[src/rtl/sr_flag_bank_pkg.sv]
// ---------------------------------------------------------------------------
// sr_flag_bank_pkg
// Shared definitions for the set/reset flag bank.
//   POLICY_*      : conflict-resolution codes used when set and reset are both
//                   active on the same channel in the same cycle.
//   resolve_next  : next flag value from current value and gated set/reset,
//                   excluding the reset and clr_all overrides.
// ---------------------------------------------------------------------------
package sr_flag_bank_pkg;

  localparam int POLICY_HOLD   = 0;
  localparam int POLICY_SET    = 1;
  localparam int POLICY_RESET  = 2;
  localparam int POLICY_TOGGLE = 3;

  function automatic logic resolve_next(input logic q_cur,
                                        input logic se,
                                        input logic re,
                                        input int   policy);
    logic nxt;
    nxt = q_cur;
    if (se && !re) begin
      nxt = 1'b1;
    end else if (re && !se) begin
      nxt = 1'b0;
    end else if (se && re) begin
      case (policy)
        POLICY_SET:    nxt = 1'b1;
        POLICY_RESET:  nxt = 1'b0;
        POLICY_TOGGLE: nxt = ~q_cur;
        default:       nxt = q_cur;
      endcase
    end
    return nxt;
  endfunction

endpackage

[src/rtl/sr_flag_bank_cell.sv]
// ---------------------------------------------------------------------------
// sr_flag_cell
// One flag channel: s/r synchronisers, polarity normalisation, optional
// rising-edge gating, next-state resolution, sticky conflict and rise-event
// flags, and the q/qn register.
// Ports:
//   clk, reset    : clock, synchronous active-high reset
//   s, r          : raw set/reset requests (polarity per ACTIVE_LOW)
//   clr_all       : synchronous clear of q
//   conflict_clr  : write-1-to-clear for conflict
//   evt_clr       : write-1-to-clear for evt
//   q, qn         : flag state and its complement
//   conflict      : sticky, set and reset were both active
//   evt           : sticky, q rose 0->1
// ---------------------------------------------------------------------------
module sr_flag_cell
  import sr_flag_bank_pkg::*;
#(
  parameter int SYNC_STAGES     = 2,
  parameter int ACTIVE_LOW      = 1,
  parameter int EDGE_MODE       = 0,
  parameter int CONFLICT_POLICY = POLICY_HOLD
) (
  input  logic clk,
  input  logic reset,
  input  logic s,
  input  logic r,
  input  logic clr_all,
  input  logic conflict_clr,
  input  logic evt_clr,
  output logic q,
  output logic qn,
  output logic conflict,
  output logic evt
);

  // Raw level that means "not requesting"; also the XOR mask that turns a raw
  // level into an active-high request.
  localparam logic INACTIVE = (ACTIVE_LOW != 0);

  logic s_sync;
  logic r_sync;
  logic sa;
  logic ra;
  logic se;
  logic re;
  logic q_nxt;
  logic rise;

  generate
    if (SYNC_STAGES > 0) begin : g_sync
      logic [SYNC_STAGES-1:0] s_pipe;
      logic [SYNC_STAGES-1:0] r_pipe;

      // NOTE: synchroniser flops are reset to the inactive level, not left
      // unreset, so the first cycles after reset cannot look like a request
      // or produce a false edge in edge mode.
      always_ff @(posedge clk) begin
        if (reset) begin
          s_pipe <= {SYNC_STAGES{INACTIVE}};
          r_pipe <= {SYNC_STAGES{INACTIVE}};
        end else begin
          s_pipe[0] <= s;
          r_pipe[0] <= r;
          for (int i = 1; i < SYNC_STAGES; i++) begin
            s_pipe[i] <= s_pipe[i-1];
            r_pipe[i] <= r_pipe[i-1];
          end
        end
      end

      assign s_sync = s_pipe[SYNC_STAGES-1];
      assign r_sync = r_pipe[SYNC_STAGES-1];
    end else begin : g_bypass
      assign s_sync = s;
      assign r_sync = r;
    end
  endgenerate

  assign sa = s_sync ^ INACTIVE;
  assign ra = r_sync ^ INACTIVE;

  generate
    if (EDGE_MODE != 0) begin : g_edge
      // History holds the previous synchronised raw level.
      logic s_hist;
      logic r_hist;

      always_ff @(posedge clk) begin
        if (reset) begin
          s_hist <= INACTIVE;
          r_hist <= INACTIVE;
        end else begin
          s_hist <= s_sync;
          r_hist <= r_sync;
        end
      end

      assign se = sa & ~(s_hist ^ INACTIVE);
      assign re = ra & ~(r_hist ^ INACTIVE);
    end else begin : g_level
      assign se = sa;
      assign re = ra;
    end
  endgenerate

  // NOTE: every output of this block is assigned on every path (default
  // first), so no latch is inferred.
  always_comb begin
    q_nxt = 1'b0;
    if (!clr_all) begin
      q_nxt = resolve_next(q, se, re, CONFLICT_POLICY);
    end
    rise = q_nxt & ~q;
  end

  // NOTE: state updates use non-blocking assignments so every flop samples
  // the pre-edge values of the others.
  always_ff @(posedge clk) begin
    if (reset) begin
      q        <= 1'b0;
      conflict <= 1'b0;
      evt      <= 1'b0;
    end else begin
      q        <= q_nxt;
      // Set terms are ORed in last so a same-cycle set beats the clear.
      conflict <= (se & re) | (conflict & ~conflict_clr);
      evt      <= rise | (evt & ~evt_clr);
    end
  end

  assign qn = ~q;

endmodule

[src/rtl/sr_flag_bank.sv]
// ---------------------------------------------------------------------------
// sr_flag_bank
// Bank of CHANNELS independent clocked set/reset flags with synchronised
// inputs, selectable polarity, level/edge triggering and a conflict policy.
// Sticky rise events feed one registered, per-channel maskable interrupt.
// Ports:
//   clk, reset    : clock, synchronous active-high reset
//   s, r          : per-channel set/reset requests
//   clr_all       : synchronous clear of all q bits (evt/conflict untouched)
//   q, qn         : flag state and complement
//   conflict      : sticky set+reset indication, conflict_clr is W1C
//   evt           : sticky 0->1 indication of q, evt_clr is W1C
//   irq_en        : per-channel interrupt enable
//   irq           : registered OR of (evt & irq_en)
// ---------------------------------------------------------------------------
module sr_flag_bank
  import sr_flag_bank_pkg::*;
#(
  parameter int CHANNELS        = 4,
  parameter int SYNC_STAGES     = 2,
  parameter int ACTIVE_LOW      = 1,
  parameter int EDGE_MODE       = 0,
  parameter int CONFLICT_POLICY = POLICY_HOLD
) (
  input  logic                clk,
  input  logic                reset,
  input  logic [CHANNELS-1:0] s,
  input  logic [CHANNELS-1:0] r,
  input  logic                clr_all,
  output logic [CHANNELS-1:0] q,
  output logic [CHANNELS-1:0] qn,
  output logic [CHANNELS-1:0] conflict,
  input  logic [CHANNELS-1:0] conflict_clr,
  output logic [CHANNELS-1:0] evt,
  input  logic [CHANNELS-1:0] evt_clr,
  input  logic [CHANNELS-1:0] irq_en,
  output logic                irq
);

  generate
    for (genvar i = 0; i < CHANNELS; i++) begin : g_ch
      sr_flag_cell #(
        .SYNC_STAGES    (SYNC_STAGES),
        .ACTIVE_LOW     (ACTIVE_LOW),
        .EDGE_MODE      (EDGE_MODE),
        .CONFLICT_POLICY(CONFLICT_POLICY)
      ) u_cell (
        .clk         (clk),
        .reset       (reset),
        .s           (s[i]),
        .r           (r[i]),
        .clr_all     (clr_all),
        .conflict_clr(conflict_clr[i]),
        .evt_clr     (evt_clr[i]),
        .q           (q[i]),
        .qn          (qn[i]),
        .conflict    (conflict[i]),
        .evt         (evt[i])
      );
    end
  endgenerate

  // Registered from the current evt, so irq trails evt by one edge.
  always_ff @(posedge clk) begin
    if (reset) begin
      irq <= 1'b0;
    end else begin
      irq <= |(evt & irq_en);
    end
  end

endmodule

[config.mk]
export PLATFORM = sky130hd
export DESIGN_NAME = sr_flag_bank
export DESIGN_NICKNAME = d
export VERILOG_FILES = /design/src/rtl/sr_flag_bank_pkg.sv /design/src/rtl/sr_flag_bank_cell.sv /design/src/rtl/sr_flag_bank.sv
export SDC_FILE = /design/constraint.sdc
export NUM_CORES = 1
export LEC_CHECK = 0
export ABC_AREA = 1
export CAP_MARGIN = 20
export CORE_ASPECT_RATIO = 0.8
export CORE_MARGIN = 5
export CORE_UTILIZATION = 35
export CTS_BUF_LIST = sky130_fd_sc_hd__clkbuf_2
export CTS_CLUSTER_DIAMETER = 80
export DETAILED_ROUTE_END_ITERATION = 6
export PLACE_DENSITY = 0.67
export SYNTH_ARGS = -nofsm -noshare
export SYNTH_HDL_FRONTEND = slang
export SYNTH_HIERARCHICAL = 1
export SYNTH_SLANG_ARGS = --single-unit
[constraint.sdc]
create_clock -name clk -period 0.9 [get_ports clk]
set_input_delay 0.18 -clock clk [delete_from_list [all_inputs] [get_ports clk]]
set_output_delay 0.18 -clock clk [all_outputs]
set_load 0.005 [all_outputs]
==> reports/metrics.cfg, run 1 <==
[synth]
synth_nets=132
netlist.top_cell.by_area=dfxtp_1
ys_warn_count=6
synth_cell_types=11
syn_area_um2=986
synth_seq_cells=29
yosysTopAreaCellShare=0.589
seq_area_frac_synth=0.589
avgSynthCellArea_um2=9.05
syn_inst=109
synth.area.top_cells=dfxtp_1 (59%), or2_2 (10%), inv_1 (6.1%)

[floorplanning]
core_region_area_um2=2720
dieHeight_um=57.5
initial_core_util=0.362
num_io_pins=40
fp.dieW_um=69.3
die-area_um2=3980
row_count=17

[worst_setup_path]
crit_slowest_cell=dfxtp_2
critPathKind=reg2out
crit_chain=buf_6 -> inv_2 -> buf_2
crit_fanout=2
required_ns=0.72
slowest_delay_ns=0.38
startpoint_type=flip-flop
cp_data_arrival_time_ns=0.99
endpoint_kind=output pin

[timing]
hold_viol=0
finalWorstSetupSlack_ns=-0.268
worst_pin_slew_ns=0.202
setup-violations-final=18
fin_crit_ns=1.17
drv_slew=0
skew_ns=0.0128
maxSlewHeadroom=0.865
min_period_over_period=1.30
max_freq_mhz=856
tns_ns=-2.16
grt_setup_unrepaired=true

[global_route]
grt_pass1_wl_um=3740
grt_max_degree=30
grt_util_all_layers=0.125
grt-ovfl-total=0
antenna_found_initial=0
grt_pass1_vias=839

[finish]
fillers=266
final_cell_area_um2=1710
area_growth_syn_to_layout_pct=73.4
diodes=0
drive_above_1_share=0.497
fin_nets=199

[place]
placed_area_um2=1530
pre_cts_slack_ns=-0.330
io_buffers=39
hpwl_um=1510
place.gp.congestion=0.726

[route]
viasPerCell=4.22
via_count=907
routed_wirelength_um=2300
drt_first_pass_iters=2
drc=0
postRouteAntennaNets=0
wire_per_inst_um=10.7
drt_first_iter_violations=9

[clock_network]
path_clk_slew_ns=0.15
cts.sinks=29
cts_tree=yes
clk_latency_ns=0.34
clk_path_buf_depth=2
cts_made_buffers=5
cts_root_buf=clkbuf_2
cts_htree_levels=2

[power_and_ir_drop]
irDropWorstVdd_mv=0.797
p_per_area_nw_per_um2=1480
p_leak_nw=0.792

[min_path]
hold_path.class=in2reg

[run_status]
status=complete, but fails checks
violations=negative setup slack

[flow_run]
max-cap-violations=0

layer usage:
metal,vias to the layer above,global-route usage,share of wire
met5,-,0,0
met4,0,0.0724,0.018
met3,4,0.0651,0.060
met2,24,0.205,0.51
met1,404,0.130,0.42
li1,475,-,-
registers in the layout (all words and copies together), names as in the netlist:
signal / count
g_ch.u_cell/g_sync.s_pipe: 8
g_ch.u_cell/evt: 4
g_ch.u_cell/q: 4
irq: 1
g_ch.u_cell/g_sync.r_pipe: 8
g_ch.u_cell/conflict: 4
Yosys cell counts:
cell type / n
a21oi_1: 4
a21oi_2: 4
dfxtp_1: 29
inv_1: 16
nand2_1: 14
nand3b_1: 4
nand4_1: 4
nor2_1: 10
o21ai_0: 4
or2_1: 4
or2_2: 16
report_power, final:
group	leakage, nW	switching [mW]	internal [mW]	total, mW
sequential	0.244	0.0209	1.33	1.35
clock	0.0406	0.432	0.475	0.906
combinational	0.507	0.0864	0.182	0.268
total	0.792	0.539	1.99	2.52
area by class of cell:
cell class | count | area [um^2] | share of cell area
Multi-Input combinational cell | 64 | 370 | 0.217
Timing Repair Buffer | 60 | 564 | 0.330
Clock inverter | 2 | 33.8 | 0.0198
Inverter | 16 | 67.6 | 0.0395
Tap cell | 38 | 47.5 | 0.0278
Sequential cell | 29 | 596 | 0.348
Clock buffer | 6 | 30.0 | 0.0176
worst max-delay path, delay by kind of cell, from the launching register on:
family | cells | cell delay, ns
flip-flops | 1 | 0.38
buffers and inverters | 3 | 0.26
cell families after synthesis:
| logic type | Yosys count | share of synthesized area |
|---|---|---|
| AND/OR/NAND/NOR | 52 | 0.274 |
| flip-flops | 29 | 0.589 |
| buffers and inverters | 16 | 0.0609 |
| AO/OA/AOI/OAI | 12 | 0.0761 |
layout by cell type (no fill, tap or decap):
cell type	instances
clkdlybuf4s50_1	22
dfxtp_1	17
buf_6	17
or2_2	16
nand2_1	14
buf_4	13
inv_1	12
dfxtp_2	12
nor2_1	9
buf_2	7
clkbuf_2	6
a21oi_2	6
or2_1	4
nand4_1	4
nand3b_1	4
o21ai_2	4
inv_4	3
a21oi_1	2
clkinv_1	1
bufinv_16	1
inv_2	1
nor2_2	1
buf_12	1
path summary, 6_finish.rpt:
path	slack [ns]	endpoint	cells after the start	startpoint
min	0.39	g_ch[0].u_cell/g_sync.r_pipe[0]	2	r[0]
max	-0.27	qn[0]	3	g_ch[0].u_cell/q
max reg2reg	0	g_ch[0].u_cell/q	4	g_ch[0].u_cell/q
min reg2reg	0.42	g_ch[3].u_cell/g_sync.s_pipe[1]	1	g_ch[3].u_cell/g_sync.s_pipe[0]
repair_timing:
item | 4_1_cts | 5_1_grt
setup buffers | 12 | 2
resized for setup | 94 | 21
pin swaps | 0 | 8
hold buffers | 0 | 0
setup endpoints to repair | 17 | 22
stage by stage:
step	std cells	hold slack, ns	power (mW)	utilization
2_1_floorplan	109	0.242	1.44	-
3_3_place_gp	198	0.391	1.61	0.561
3_5_place_dp	198	0.393	1.62	0.561
4_1_cts	218	0.353	2.54	0.607
5_1_grt	215	0.339	2.66	0.628
6_report	215	0.386	2.52	0.628
No activity file was read; power rests on OpenSTA's default activity.
==> inputs of run 2 (changes only) <==
CTS_CLUSTER_SIZE = 24   (was not set)
PLACE_DENSITY = 0.65   (was 0.67)
SYNTH_HIERARCHICAL = not set   (was 1)
==> reports/metrics.cfg, run 2 <==
[run_status]
status=complete, but fails checks
violations=negative setup slack

[worst_setup_path]
required_ns=0.72
r2r_start=g_ch[2].u_cell.q
crit_top_cell=buf_6
crit_fanout=2
startpoint_type=flip-flop
endpoint_kind=output pin
cp_data_arrival_time_ns=0.93
rr_worst_depth=6
crit_slowest_cell=dfxtp_2
critPathKind=reg2out
slowest_delay_ns=0.35
crit_chain=buf_6 -> inv_4 -> buf_6
reg2reg_slack_ns=-0.03
r2r_end=g_ch[2].u_cell.evt

[synth]
synth_seq_cells=29
netlist.top_cell.by_area=dfxtp_1
syn_inst=121
syn_area_um2=1100
avgSynthCellArea_um2=9.08
synth_ff_type=dfxtp_1
seq_area_frac_synth=0.528
yosys.cell_count.top_type=dfxtp_1
synth.area.top_cells=dfxtp_1 (53%), buf_4 (11%), or2_1 (8.5%)
yosysTopAreaCellShare=0.528
synth_nets=144
synth_common_cells=dfxtp_1 (29), buf_4 (16), or2_1 (15), nand2_1 (14), inv_1 (13)
synth_enable_flop_cells=0
synth_cell_types=13
ys_warn_count=0
async_reset_ff_frac=0

[route]
drt_first_iter_violations=26
via_count=874
postRouteAntennaNets=0
routed_wirelength_um=2200
drc=0
viasPerCell=4.16
drt_first_pass_iters=4
wire_per_inst_um=10.5

[timing]
hold_viol=0
grt_setup_unrepaired=true
min_period_over_period=1.23
tns_ns=-1.87
worst_pin_slew_ns=0.245
skew_ns=0.00657
fin_hold_ws_ns=0.220
fin_crit_ns=1.11
max_freq_mhz=905
drv_slew=0
finalWorstSetupSlack_ns=-0.206
setup-violations-final=18
maxSlewHeadroom=0.836

[power_and_ir_drop]
p_leak_nw=0.758
irDropWorstVdd_mv=0.706
p_per_area_nw_per_um2=1350

[floorplanning]
num_io_pins=40
fp.dieW_um=72.6
core_region_area_um2=3060
dieHeight_um=60.1
die-area_um2=4370
initial_core_util=0.359
row_count=18

[global_route]
grt_max_degree=20
grt_util_all_layers=0.109
grt_pass1_vias=853
grt_pass1_wl_um=3440
antenna_found_initial=0
grt-ovfl-total=0

[finish]
final_cell_mix=clkdlybuf4s50_1 (21), buf_6 (18), dfxtp_1 (17), or2_1 (15)
drive_above_1_share=0.412
fin_nets=192
diodes=0
final_common_cell=clkdlybuf4s50_1
final_util=0.535
top_regs=g_ch.u_cell.g_sync.r_pipe: 8 flops, g_ch.u_cell.g_sync.s_pipe: 8 flops
area_growth_syn_to_layout_pct=49.1

[clock_network]
cts.sinks=29
postCtsHoldBufs=0
path_clk_slew_ns=0.13
cts_htree_levels=2
cts_tree=yes
cts_root_buf=clkbuf_2
cts_made_buffers=5
clk_latency_ns=0.33
clk_path_buf_depth=2

[min_path]
worstHoldEndpoint=g_ch[3].u_cell.g_sync.s_pipe[0]
hold_path.class=in2reg
hold_depth=2
min-delay-start=reset

[place]
place.gp.congestion=0.689
hpwl_um=1610
pre_cts_slack_ns=-0.395
io_buffers=39

[flow_run]
max-cap-violations=0

## run 2: cell types whose count changed after synthesis, moves of 4 or more
cell | previous run | this run
a21oi_1 | 4 | 8
a21oi_2 | 4 | 0
buf_4 | 0 | 16
nor2_1 | 10 | 6
or2_1 | 4 | 15
or2_2 | 16 | 5
## run 2: kinds of logic after synthesis
family	Yosys count	share of synthesized area
AO/OA/AOI/OAI	12	0.0547
flip-flops	29	0.528
buffers and inverters	31	0.174
AND/OR/NAND/NOR	49	0.243
## run 2: how the worst max path moves through the flow
stage,startpoint,end,cells after the start
global placement,reset,g_ch[0].u_cell.g_sync.r_pipe[0],3
floorplan,g_ch[0].u_cell.g_sync.r_pipe[1],g_ch[0].u_cell.conflict,2
global route,g_ch[2].u_cell.q,qn[2],3
finish,g_ch[2].u_cell.q,qn[2],3
detailed placement,reset,g_ch[2].u_cell.g_sync.r_pipe[1],3
CTS,g_ch[1].u_cell.q,qn[1],3
## run 2: critical path: cells and delay by family (launching register included)
kind | cells | cell delay [ns]
buf+inv | 3 | 0.24
flops | 1 | 0.35
## run 2: layout make-up
| type | instances | area, um^2 |
|---|---|---|
| clock buffer | 8 | 40.0 |
| multi-input combinational | 61 | 338 |
| inverter | 13 | 58.8 |
| timing repair buffer | 59 | 556 |
| tap | 40 | 50.0 |
| sequential | 29 | 596 |
| fill | 294 | 1430 |
## run 2: routing by layer
layer / global-route usage / share of wire
met5: 0 / 0
met4: 0.0711 / 0.013
met2: 0.198 / 0.52
met1: 0.0972 / 0.39
met3: 0.0504 / 0.076
## run 2: metrics by stage
step                cell area [um^2]  total power [mW]  std cells
floorplan                       1100              1.46        121
global placement                1490              1.59        194
detailed placement              1490              1.60        194
CTS                             1580              2.25        211
global route                    1640              2.34        210
finish                          1640              2.22        210
## run 2: where the power goes
group	leakage, nW	internal, mW	switching (mW)
sequential	0.244	1.33	0.0201
combinational	0.481	0.166	0.0782
clock	0.0332	0.230	0.394
## run 2: repair_timing
action | CTS | global route
setup buffers | 9 | 3
resized for setup | 97 | 17
setup endpoints to repair | 17 | 38
pin swaps | 0 | 3
==> RTL change 1 (settings of run 1) <==
Reset style: asynchronous (`reset`), changed in 4 clocked blocks. Comments in the files are not updated.
--- a/src/rtl/sr_flag_bank_cell.sv
+++ b/src/rtl/sr_flag_bank_cell.sv
@@ -55,7 +55,7 @@
       // NOTE: synchroniser flops are reset to the inactive level, not left
       // unreset, so the first cycles after reset cannot look like a request
       // or produce a false edge in edge mode.
-      always_ff @(posedge clk) begin
+      always_ff @(posedge clk or posedge reset) begin
         if (reset) begin
           s_pipe <= {SYNC_STAGES{INACTIVE}};
           r_pipe <= {SYNC_STAGES{INACTIVE}};
@@ -86,7 +86,7 @@
       logic s_hist;
       logic r_hist;
 
-      always_ff @(posedge clk) begin
+      always_ff @(posedge clk or posedge reset) begin
         if (reset) begin
           s_hist <= INACTIVE;
           r_hist <= INACTIVE;
@@ -116,7 +116,7 @@
 
   // NOTE: state updates use non-blocking assignments so every flop samples
   // the pre-edge values of the others.
-  always_ff @(posedge clk) begin
+  always_ff @(posedge clk or posedge reset) begin
     if (reset) begin
       q        <= 1'b0;
       conflict <= 1'b0;
--- a/src/rtl/sr_flag_bank.sv
+++ b/src/rtl/sr_flag_bank.sv
@@ -61,7 +61,7 @@
   endgenerate
 
   // Registered from the current evt, so irq trails evt by one edge.
-  always_ff @(posedge clk) begin
+  always_ff @(posedge clk or posedge reset) begin
     if (reset) begin
       irq <= 1'b0;
     end else begin
Formal check against the unedited RTL: differs if reset is asserted again (counterexample within 4 cycles, from zero or initial values and one cycle with reset high); with reset held inactive, the same outputs for 10 cycles.
==> RTL change 1 against run 1 <==
  * The flow still finishes with violations (setup timing)
  * Die area up 1.9%
  * First-iteration DRC count up 130%
  * Via count down 7.8%
  * Fmax down 1.3%
  * Sequential cell count unchanged
  * Setup slack worse by 0.015 ns
  * Sequential power up 8%
  * Power down 1.9%
  * Final cell count down 7.0%
  * Cell area down 0.59%
  * Area after synthesis up 2.3%
  * Wire length down 0.87%
==> RTL change 1: results (changes against run 1) <==
* end of the critical path: qn[2]
* non-clock buffer count: 63, +5.0%
* setup bufs post-CTS: 13, +1
* Flop+latch power: 1.46 mW, +8%
* proportion of cell area spent on the clock network: 2.21%, -1.5 points
* post-synthesis async set-or-reset flop share: 100%, +100 points
* setup-violating endpoint count in the final report: 22, +4
* Area after DPL: 1510 sq um, -1.3%
* violations in the final reports: setup timing
* status: complete, but fails checks
* worst min-delay path category: input pin to async pin
* nets in the synthesized netlist: 114, -14%
* Seq/Total Area, Yosys: 73.9%, +15 points
* number of gates resized after CTS: 91, -3.2%
* Synth Area per Inst: 11.1 sq um, +23%
* Die ar.: 4060 sq um, +1.9%
* logic depth of the worst register-to-register path: 5, +1
* sequential share of cell area: 43.9%, +9.0 points
* dpl cells: 176, -11%
* count of fill cells added during filler insertion: 259, -2.6%
* global-route wire length before repair: 3.91 mm, +4.6%
* worst-case register-to-register setup slack: -0.15 ns, -0.15 ns
* multi-input logic portion of the cell area: 11.4%, -10 points
* drt initial violations: 21, +12
* Final Wtd Congestion: 0.748, +3.1%
* transition time of the tightest slew-check pin: 0.273 ns, +0.0715 ns
* worst voltage drop across the vdd grid: 1.01 mV, +27%
* number of distinct library cells after synthesis: 9, -2
* sequential group share of total power: 59.0%, +5.5 points
* synth top area cells: sky130_fd_sc_hd__dfstp_2, sky130_fd_sc_hd__dfrtp_1, sky130_fd_sc_hd__inv_1, sky130_fd_sc_hd__nand2_1, sky130_fd_sc_hd__nand4_1
* Pre-antenna DRT Iters: 4, +2
* final design instance area without fill: 1700 sq um, -0.59%
* NumNets Final: 184, -7.5%
* leading register cell type out of synthesis: sky130_fd_sc_hd__dfstp_2
* ratio of cells with drive above 1 in the final layout: 46.9%, -2.8 points
* Worst Hold Margin: 0.0886 ns, -0.298 ns
* min setup slack post-route: -0.282 ns, -0.0148 ns
* top cells by count, synth: sky130_fd_sc_hd__inv_1, sky130_fd_sc_hd__dfstp_2, sky130_fd_sc_hd__nand2_1, sky130_fd_sc_hd__dfrtp_1
## RTL change 1: changes by cell type after synthesis, sizes merged, moves of 6 or more
cell / change
dfrtp: +13
dfstp: +16
dfxtp: -29
inv: +11
nor2: -6
or2: -20
## RTL change 1: critical path, stage by stage (launching register included)
cell and delay (ns):
sky130_fd_sc_hd__dfrtp_1 0.42, sky130_fd_sc_hd__buf_6 0.13, sky130_fd_sc_hd__inv_4 0.04, sky130_fd_sc_hd__buf_6 0.08
## RTL change 1: cells by family (layout without fill, tap and decap cells)
group	count (synthesis)	count (layout)	share of synthesized area, %
AOI/OAI and AO/OA	12	12	6.45
buffers and inverters	27	98	10.0
and+or+nand+nor	23	23	9.55
DFF	29	29	73.9
## RTL change 1: per-layer routing
metal	vias to the layer above	GRT usage, %	wire length (microns)
li1	414	-	-
met1	387	12.0	920
met2	31	22.5	1160
met3	4	6.24	164
met4	0	5.74	34
met5	-	0	0
==> RTL change 2 (config.mk and constraints of run 1) <==
Made on the original files. `EDGE_MODE` is set to 0 in 2 places; all go to 1.
--- a/src/rtl/sr_flag_bank_cell.sv
+++ b/src/rtl/sr_flag_bank_cell.sv
@@ -18,7 +18,7 @@
 #(
   parameter int SYNC_STAGES     = 2,
   parameter int ACTIVE_LOW      = 1,
-  parameter int EDGE_MODE       = 0,
+  parameter int EDGE_MODE       = 1,
   parameter int CONFLICT_POLICY = POLICY_HOLD
 ) (
   input  logic clk,
--- a/src/rtl/sr_flag_bank.sv
+++ b/src/rtl/sr_flag_bank.sv
@@ -19,7 +19,7 @@
   parameter int CHANNELS        = 4,
   parameter int SYNC_STAGES     = 2,
   parameter int ACTIVE_LOW      = 1,
-  parameter int EDGE_MODE       = 0,
+  parameter int EDGE_MODE       = 1,
   parameter int CONFLICT_POLICY = POLICY_HOLD
 ) (
   input  logic                clk,
Function: changed (a bounded check fails within 10 cycles, from zero or initial values and one cycle with reset high).
==> RTL change 2 against run 1 <==
  * The flow still finishes with violations (setup timing)
  * Sequential cell count grew 8
  * Clock skew is essentially flat
  * Critical path depth is the same
  * Wire length grew 17%
  * Power grew 7.6%
  * Utilization shrank 8.5 points
  * Area after synthesis grew 36%
  * Setup slack gained 0.023 ns
  * Via count grew 27%
  * Cell area grew 19%
  * Highest routed layer unchanged
==> RTL change 2: results (changes against run 1) <==
* status: complete, but fails checks
* violations in the final reports: setup timing
* setup-violating endpoint count in the final report: 18, unchanged
* met1 wire length: 1.22 mm, +28%
* Seq/Total Area, Yosys: 55.2%, -3.7 points
* Flop+latch power: 1.72 mW, +27%
* dpl cells: 257, +30%
* clock latency of the later-clocked register in the worst-skew pair: 0.36 ns, +0.02 ns
* clock network fraction of total power: 25.1%, -11 points
* number of distinct library cells after synthesis: 12, +1
* global-route wire length before repair: 4.58 mm, +23%
* Final Wtd Congestion: 0.713, -1.8%
* Detail Route met2 WL: 1.21 mm, +4.5%
* Switching Power: 0.645 mW, +20%
* nets in the synthesized netlist: 184, +39%
* min setup slack post-route: -0.244 ns, +0.0231 ns
* transition time of the tightest slew-check pin: 0.285 ns, +0.0836 ns
* Pint: 2.07 mW, +4.3%
* worst voltage drop across the vdd grid: 0.980 mV, +23%
* top cells by count, synth: sky130_fd_sc_hd__nand2_1, sky130_fd_sc_hd__dfxtp_1, sky130_fd_sc_hd__inv_1, sky130_fd_sc_hd__or2_1, sky130_fd_sc_hd__nor2_1
* NumNets Final: 251, +26%
* arrival time of data at the critical path endpoint: 0.96 ns, -0.03 ns
* met1 Use GR: 13.9%, +0.86 points
* static leakage: 1.03 nW, +30%
* synth top area cells: sky130_fd_sc_hd__dfxtp_1, sky130_fd_sc_hd__nand2_1, sky130_fd_sc_hd__inv_1, sky130_fd_sc_hd__or2_1, sky130_fd_sc_hd__nor2_4
* wire length reported by the detailed router: 2.68 mm, +17%
* ratio of cells with drive above 1 in the final layout: 34.2%, -16 points
* Detail Route met3 WL: 187 microns, +36%
* final instance count without filler cells: 272, +27%
[RTL change 2: metrics by stage]
step                      setup WS, ns  TNS, ns  util, %
after floorplan                  0.234        0        -
after global routing            -0.327    -4.02     54.3
final                           -0.244    -2.43     54.3
after detailed placement        -0.311   -11.12     50.5
after global placement          -0.290   -10.90     50.5
after CTS                       -0.275    -3.14     52.3
[RTL change 2: final timing paths]
kind                                         from                               to  slack, ns  depth (start not counted)
setup / recovery                 g_ch[1].u_cell/q                            qn[1]      -0.24                          3
hold / removal                               r[0]  g_ch[0].u_cell/g_sync.r_pipe[0]       0.36                          2
setup reg to reg                 g_ch[3].u_cell/q                 g_ch[3].u_cell/q      -0.01                          6
hold reg to reg   g_ch[0].u_cell/g_sync.s_pipe[0]  g_ch[0].u_cell/g_sync.s_pipe[1]       0.42                          1
[RTL change 2: timing repair]
item	4_1_cts	5_1_grt
pin swaps	1	6
gates resized for setup	95	15
buffers inserted	8	3
hold endpoints to repair	0	0
endpoints found under the setup margin	17	21
[RTL change 2: logic make-up (layout without fill, tap and decap cells)]
group	Yosys count	count (layout)	share of synthesized area, %
DFF	37	37	55.2
buffers and inverters	32	99	8.96
AOI/OAI and AO/OA	8	8	4.10
and+or+nand+nor	84	84	31.7
[RTL change 2: critical path, cell delays in order, from the launching register on]
cell and delay (ns):
sky130_fd_sc_hd__dfxtp_2 0.37, sky130_fd_sc_hd__buf_6 0.10, sky130_fd_sc_hd__inv_4 0.03, sky130_fd_sc_hd__buf_6 0.10
[RTL change 2: cell type report]
type / count / area, sq um
clock inverter: 1 / 3.75
timing repair buffer: 60 / 561
tap: 44 / 55.1
fill: 358 / 1720
clock buffer: 6 / 30.0
multi-input combinational: 92 / 500
sequential: 37 / 757
inverter: 32 / 130
